--- src/rtl/cpu_pkg.sv ---
// Shared CPU front-end types: fetch/decode handoff entry and the NOP encoding.
package cpu_pkg;

   localparam logic [31:0] NOP_INSTR = 32'h0000_0000;

   typedef struct packed {
      logic [31:0] pc;
      logic [31:0] instr;
   } fetch_entry_t;

endpackage

--- src/rtl/fetch_buffer_mem.sv ---
// DEPTH x 64 register array holding {PC, instruction} pairs.
// One synchronous write port and one asynchronous read port.
module fetch_buffer_mem
   import cpu_pkg::*;
#(
   parameter  int DEPTH = 4,
   localparam int AW    = $clog2(DEPTH)
) (
   input  logic          Clk,
   input  logic          Rst,
   input  logic          we,
   input  logic [AW-1:0] waddr,
   input  fetch_entry_t  wdata,
   input  logic [AW-1:0] raddr,
   output fetch_entry_t  rdata
);

   fetch_entry_t mem_q [DEPTH];
   fetch_entry_t mem_d [DEPTH];

   // Next-state of the array: copy current contents, overwrite the written slot.
   always_comb begin
      mem_d = mem_q;
      if (we) begin
         mem_d[waddr] = wdata;
      end
   end

   // Storage registers.
   always_ff @(posedge Clk or posedge Rst) begin
      if (Rst) begin
         // NOTE: this small register array is reset so the fall-through read path
         // never exposes X; a large RAM macro would normally be left unreset.
         for (int i = 0; i < DEPTH; i++) begin
            mem_q[i] <= '0;
         end
      end else begin
         mem_q <= mem_d;
      end
   end

   assign rdata = mem_q[raddr];

endmodule

--- src/rtl/fetch_buffer.sv ---
// Instruction prefetch FIFO between fetch and decode. Holds {PC, instr} pairs,
// first-word fall-through on the decode side, flush empties it in one edge.
module fetch_buffer
   import cpu_pkg::*;
#(
   parameter  int DEPTH = 4,
   localparam int AW    = $clog2(DEPTH)
) (
   input  logic          Clk,
   input  logic          Rst,
   input  logic          Flush,
   input  logic          FetchValid,
   input  logic [31:0]   FetchPC,
   input  logic [31:0]   FetchInstr,
   output logic          FetchReady,
   output logic          IDValid,
   output logic [31:0]   IDPC,
   output logic [31:0]   IDInstr,
   input  logic          IDReady,
   output logic [AW:0]   Count
);

   localparam logic [AW:0] FULL_COUNT = (AW+1)'(DEPTH);

   logic [AW-1:0] wr_ptr_q, wr_ptr_d;
   logic [AW-1:0] rd_ptr_q, rd_ptr_d;
   logic [AW:0]   count_q,  count_d;

   logic          push;
   logic          pop;
   logic          mem_we;
   fetch_entry_t  wr_entry;
   fetch_entry_t  head_entry;

   // Handshake status comes from registered occupancy only, so a pop never
   // frees a slot for a push in the same cycle.
   assign FetchReady = (count_q != FULL_COUNT);
   assign IDValid    = (count_q != '0);
   assign push       = FetchValid && FetchReady;
   assign pop        = IDValid && IDReady;

   // Pointer and occupancy next-state; flush overrides any push/pop.
   always_comb begin
      // NOTE: every output of this block gets a default first, so no path can
      // leave a value unassigned and infer a latch.
      wr_ptr_d = wr_ptr_q;
      rd_ptr_d = rd_ptr_q;
      count_d  = count_q;
      mem_we   = 1'b0;
      if (Flush) begin
         wr_ptr_d = '0;
         rd_ptr_d = '0;
         count_d  = '0;
      end else begin
         if (push) begin
            wr_ptr_d = wr_ptr_q + AW'(1);
            mem_we   = 1'b1;
         end
         if (pop) begin
            rd_ptr_d = rd_ptr_q + AW'(1);
         end
         case ({push, pop})
            2'b10:   count_d = count_q + (AW+1)'(1);
            2'b01:   count_d = count_q - (AW+1)'(1);
            default: count_d = count_q;
         endcase
      end
   end

   // Pointer and occupancy registers.
   always_ff @(posedge Clk or posedge Rst) begin
      if (Rst) begin
         wr_ptr_q <= '0;
         rd_ptr_q <= '0;
         count_q  <= '0;
      end else begin
         // NOTE: sequential state uses non-blocking assignment so every flop
         // samples pre-edge values regardless of statement order.
         wr_ptr_q <= wr_ptr_d;
         rd_ptr_q <= rd_ptr_d;
         count_q  <= count_d;
      end
   end

   assign wr_entry = '{pc: FetchPC, instr: FetchInstr};

   fetch_buffer_mem #(.DEPTH(DEPTH)) u_mem (
      .Clk   (Clk),
      .Rst   (Rst),
      .we    (mem_we),
      .waddr (wr_ptr_q),
      .wdata (wr_entry),
      .raddr (rd_ptr_q),
      .rdata (head_entry)
   );

   // Stale storage is masked while empty so decode sees PC 0 and a NOP.
   assign IDPC    = IDValid ? head_entry.pc    : 32'h0;
   assign IDInstr = IDValid ? head_entry.instr : NOP_INSTR;
   assign Count   = count_q;

endmodule

--- config.mk ---
export PLATFORM = sky130hd
export DESIGN_NAME = fetch_buffer
export DESIGN_NICKNAME = d
export VERILOG_FILES = /design/src/rtl/cpu_pkg.sv /design/src/rtl/fetch_buffer_mem.sv /design/src/rtl/fetch_buffer.sv
export SDC_FILE = /design/constraint.sdc
export NUM_CORES = 1
export LEC_CHECK = 0
export BUFFER_PORTS_ARGS = -buffer_cell sky130_fd_sc_hd__buf_4
export CAP_MARGIN = 20
export CORE_MARGIN = 2
export CORE_UTILIZATION = 55
export DETAILED_ROUTE_END_ITERATION = 16
export GPL_ROUTABILITY_DRIVEN = 0
export GPL_TIMING_DRIVEN = 0
export PLACE_DENSITY = 0.76
export SYNTH_ARGS = -nofsm -noshare
export SYNTH_HDL_FRONTEND = slang
export SYNTH_SLANG_ARGS = --single-unit
--- constraint.sdc ---
create_clock -name Clk -period 12.4 [get_ports Clk]
set_input_delay 2.48 -clock Clk [delete_from_list [all_inputs] [get_ports Clk]]
set_output_delay 2.48 -clock Clk [all_outputs]
set_load 0.05 [all_outputs]
# Word level (Yosys, flattened, before mapping)
# Cells that the tools add are included.
# totals
reg_bits	263
output_inout_bits	69
# classes
add_sub_neg	4
magnitude_cmp	3
eq_ne	3
mux	16
bitwise_logic	2
reduce_logical	7
# ops
operator	count
$bwmux W256	1
$mux W64	3
$bmux W64 S2	1
$demux W64 S2	1
$mux W32	2
$mux W2	4
$ge A3 B3 Y1 const B	2
$not A2 Y3	2
$pmux W3 S2	1
$reduce_bool A3 Y1	2
$add A2 B1 Y2 const B	2
$reduce_bool A2 Y1	2
$add A3 B1 Y3 const B	1
$logic_and A1 B1 Y1	3
$lt A3 B1 Y1 const B	1
$mux W3	1
$ne A3 B3 Y1 const B	1
$sub A3 B1 Y3 const B	1
$eq A2 B1 Y1 const B	1
$eq A2 B2 Y1 const B	1
$mux W1	2

# Logic depth before layout (Yosys ltp)
# logic_depth
ltp_word	6
depth_mapped	9

# Cells and area by module
# A second synthesis with hierarchy kept.
# hier_totals
cells_unflattened	748
area_unflattened_um2	12538.3
# by_module_without_submodules
module	instances	cells_per_inst	area_each_um2	seq_area_each_um2
fetch_buffer_mem	1	622	11582.4	6406.1
fetch_buffer	1	126	955.9	175.2

# Least setup slack after synthesis
# OpenSTA, ideal clock, no wires.
# synth_path
kind	flip-flop to output port
start	reg count_q[0] (netlist: Count[0])
end	out IDInstr[22]
arrival_time_ps	2225
slack_ps	7695
path_stages_with_launch	6
n_path_buf	2
path_cell_list	dfrtp_1 > buf_2 > nor2_1 > nand2_1 > clkbuf_1 > and2_1
# synth_via
elab_chain_cells	2
# synth_lines
element	line	text
start, declared	fetch_buffer.sv:27	logic [AW:0] count_q, count_d;
start signal, assigned	fetch_buffer.sv:81	count_q <= count_d;
$reduce_bool A3 Y1	fetch_buffer.sv:38	assign IDValid = (count_q != '0);
via IDValid	fetch_buffer.sv:16	output logic IDValid,
$mux W32	fetch_buffer.sv:99	assign IDInstr = IDValid ? head_entry.instr : NOP_INSTR;
end, declared	fetch_buffer.sv:18	output logic [31:0] IDInstr,
# The timed path passes the listed nets, and every way through them passes these cells.

# Worst setup path after layout
# layout_path
start	reg count_q[0] (netlist: Count[0])
end	out IDInstr[14]
# layout_via
elab_chain_cells	2
# layout_lines
element	line
$reduce_bool A3 Y1	fetch_buffer.sv:38
$mux W32	fetch_buffer.sv:99
# Every way passes these cells.

==> impl_summary.log <==
[metrics] most numerous cell on the critical path: sky130_fd_sc_hd__clkbuf_1
[metrics] pin count of the biggest net entering global routing: 123
[metrics] max-cap violations: 0
[metrics] sum of routed wire segments on met1: 11440 um
[metrics] placeable core region: 21890 um^2
[metrics] Nets: ~1000
[metrics] buffering stage count on the worst path with inverters included: 4
[metrics] root buffer cell: sky130_fd_sc_hd__clkbuf_16
[metrics] final global-route overflow total: 0
[metrics] Total Die Area: around 24000 um^2
[metrics] CTS tree: built
[metrics] number of port buffers: 136
[metrics] series of cell instances along the critical path: buf_2 -> nor2_1 -> nand2_1 -> clkbuf_1 -> clkbuf_1 -> and2_1 -> buf_4
[metrics] count of flip-flops with a built-in enable after synthesis: 0
[metrics] cell leakage power: 6.668 nW
[metrics] Global Route Usage Sum: 0.2144
[metrics] startpoint-to-endpoint class of the critical path: reg2out
[metrics] TritonCTS Buffers: 29
[metrics] worst hold path type: reg2reg
[metrics] total met2 wirelength after detailed routing: 11960 um
[metrics] wire length of the first global-routing pass: roughly 40000 um
[metrics] highest routed layer: met4
[metrics] commonest cells after routing, fill and taps aside: 263 x sky130_fd_sc_hd__dfrtp_1, 196 x sky130_fd_sc_hd__mux2_2, 136 x sky130_fd_sc_hd__buf_4
[metrics] smallest setup slack after layout: just over 7 ns
[metrics] largest incremental delay on the critical path: 0.54 ns
[metrics] via count: 6944
[metrics] aggregate negative setup slack: 0 ns
[metrics] horizontal die dimension: 153.4 um
[metrics] share of the clock period used by the worst path: 0.4285
[metrics] Max VDD drop: 0.1167 mV
[metrics] Worst Setup Start Kind: register
[metrics] count of synthesis-stage warnings from yosys: 0
[metrics] actual slew at the worst max-slew pin: 0.6817 ns
[metrics] detail-routed net length per standard cell: 20.27 um
[metrics] detailed-route DRC error count: 0
[metrics] I/O Pins: 138
[metrics] endpoints failing hold: 0
[metrics] number of setup violations in the final report: 0
[metrics] number of buffers inserted by hold repair at cts: 0
[metrics] Via-to-Cell Ratio: 5.687
[metrics] Resize count post-CTS: 0
[metrics] Synth Instances: 753
[metrics] Pwr per Cell Area: 203.1 nW/um^2
[metrics] total of fill cells in the finished design: 1596
[metrics] proportion of netlist area held by the largest area contributor: 0.5362
[metrics] Critical-path top delay cell: sky130_fd_sc_hd__clkbuf_1
[metrics] Netlist cell types: 39
[metrics] routed length on met3: 946 um
[metrics] final number of max-transition violations: 0
[metrics] async set or reset register ratio after synthesis: 1.000
[metrics] antenna diode instance count: 0
[metrics] drt pass-1 iters: 5
[metrics] net count after synthesis: 827
[metrics] number of setup buffers added after CTS: 0
[metrics] post-synth design cell area: around 12000 um^2
[metrics] vias in the first global route: 7383
[metrics] synthesized area divided by synthesized cell count: 16.30 um^2
[metrics] min Tclk post-route: 5.313 ns
[metrics] run status: completed
[metrics] dpl ws: around 7.6 ns
[metrics] effective utilization at floorplan: 0.5607
[metrics] number of register bits inferred by synthesis: 263
[metrics] Worst Path Max Fanout: 10
[metrics] share of cells above drive strength 1: 0.5834
[metrics] Max Clock Freq: 188.2 MHz
[metrics] Clock Path Buffers: 3
[metrics] type of element capturing the critical path: primary output
[metrics] CP arrival: 2.83 ns
[metrics] antenna violation net count after detailed routing: 0
[metrics] Row Count: 54
[metrics] Final Routed Wirelength: 24760 um
[metrics] share of synthesized area occupied by flip-flops and latches: 0.5362
[metrics] initial antenna violation count: 0
[metrics] level count of the clock H-tree: 1
[metrics] Final HPWL DP: 16040 um
[metrics] unrepaired setup endpoints after global routing: no
[metrics] Clock Sink Count: 263
[metrics] top post-synthesis cells by area: sky130_fd_sc_hd__dfrtp_1 54%, sky130_fd_sc_hd__mux2_2 18%, sky130_fd_sc_hd__mux4_2 12%
[metrics] final setup skew: about 0.011 ns
[metrics] clock-pin slew of the registers on the worst-case setup and hold paths: around 0.06 ns
[metrics] Worst EP required: 9.92 ns
[metrics] clock latency on the worst-skew pair: 0.53 ns
[metrics] initial detailed-routing violation count: around 220
[metrics] kind of cell adding the most delay to the critical path: buffers and inverters
[metrics] total design power: 0.002973 W
[metrics] headroom to the max-slew limit: 0.5455
[metrics] die outline height: 153.4 um
[metrics] Final Util: 0.6686
[metrics] leading cell type in the layout, fill and taps excluded: sky130_fd_sc_hd__dfrtp_1
[metrics] commonest register cell after synthesis: sky130_fd_sc_hd__dfrtp_1
[metrics] cell type with the largest total area after synthesis: sky130_fd_sc_hd__dfrtp_1
[metrics] area grow syn2layout: 19.25%
worst paths after layout:
kind	slack [ns]	depth (start not counted)	to	startpoint
setup / recovery	7.09	7	IDInstr[14]	Count[0]
hold / removal	0.50	1	u_mem.mem_q[156]	u_mem.mem_q[156]
setup reg to reg	9.65	9	Count[2]	Count[0]
hold reg to reg	0.50	1	u_mem.mem_q[156]	u_mem.mem_q[156]
max in group asynchronous	9.15	4	u_mem.mem_q[189]	Rst
min in group asynchronous	1.96	2	u_mem.mem_q[211]	Rst
area by class of cell:
| cell class | count | area (um^2) | area share |
|---|---|---|---|
| flip-flops and latches | 263 | 6581 | 0.4497 |
| multi-input cells | 432 | 5318 | 0.3633 |
| repair buffers | 138 | 1076 | 0.07352 |
| clock buffers | 43 | 858.3 | 0.05864 |
| well taps | 280 | 350.3 | 0.02394 |
| plain buffers | 51 | 349.1 | 0.02385 |
| clock inverters | 7 | 70.07 | 0.004787 |
| inverters | 7 | 33.78 | 0.002308 |
per-layer routing:
metal | vias to the layer above | GRT usage
met5 | - | 0
met4 | 0 | 0.04543
met3 | 36 | 0.03204
met2 | 125 | 0.3455
met1 | 3671 | 0.3154
li1 | 3112 | -
through the flow:
| stage | cells | hold slack (ns) | cell area (um^2) |
|---|---|---|---|
| floorplan | 753 | 0.4739 | 12270 |
| global placement | 1169 | 0.4819 | 13650 |
| detailed placement | 1171 | 0.4876 | 13710 |
| CTS | 1221 | 0.5003 | 14640 |
| global route | 1221 | 0.5058 | 14640 |
| finish | 1221 | 0.4975 | 14640 |
cells in the mapped netlist, types with 2 or more instances:
library cell	number
sky130_fd_sc_hd__dfrtp_1	263
sky130_fd_sc_hd__mux2_2	196
sky130_fd_sc_hd__and2_1	64
sky130_fd_sc_hd__mux4_2	64
sky130_fd_sc_hd__mux2_4	60
sky130_fd_sc_hd__buf_2	29
sky130_fd_sc_hd__clkbuf_1	11
sky130_fd_sc_hd__buf_12	7
sky130_fd_sc_hd__nor2_1	7
sky130_fd_sc_hd__inv_1	6
sky130_fd_sc_hd__o21ai_0	5
sky130_fd_sc_hd__ha_1	4
sky130_fd_sc_hd__nand3_1	4
sky130_fd_sc_hd__buf_1	3
sky130_fd_sc_hd__nand3_2	3
sky130_fd_sc_hd__a21oi_1	2
sky130_fd_sc_hd__a31oi_1	2
sky130_fd_sc_hd__xor2_1	2
registers in the layout, indices dropped and copies added (netlist names):
register and count:
u_mem.mem_q 256, wr_ptr_q 2, Count 3, rd_ptr_q 2
report_power, final:
part | internal [W] | leakage, nW | switching (W)
clock | 0.000496 | 0.462 | 0.000335
sequential | 0.00111 | 3.31 | 0.000125
combinational | 0.000474 | 2.90 | 0.000430
total | 0.00208 | 6.67 | 0.000890
cells by family after synthesis:
kind of cell / after synthesis / synth area share
AOI/OAI and AO/OA: 17 / 0.009379
xor gates and xnor gates: 3 / 0.002141
adders and majority gates: 5 / 0.005709
buffers and inverters: 58 / 0.03058
DFF: 263 / 0.5362
muxes: 320 / 0.3706
and+or+nand+nor: 87 / 0.04536
No activity file was read; power rests on OpenSTA's default activity.
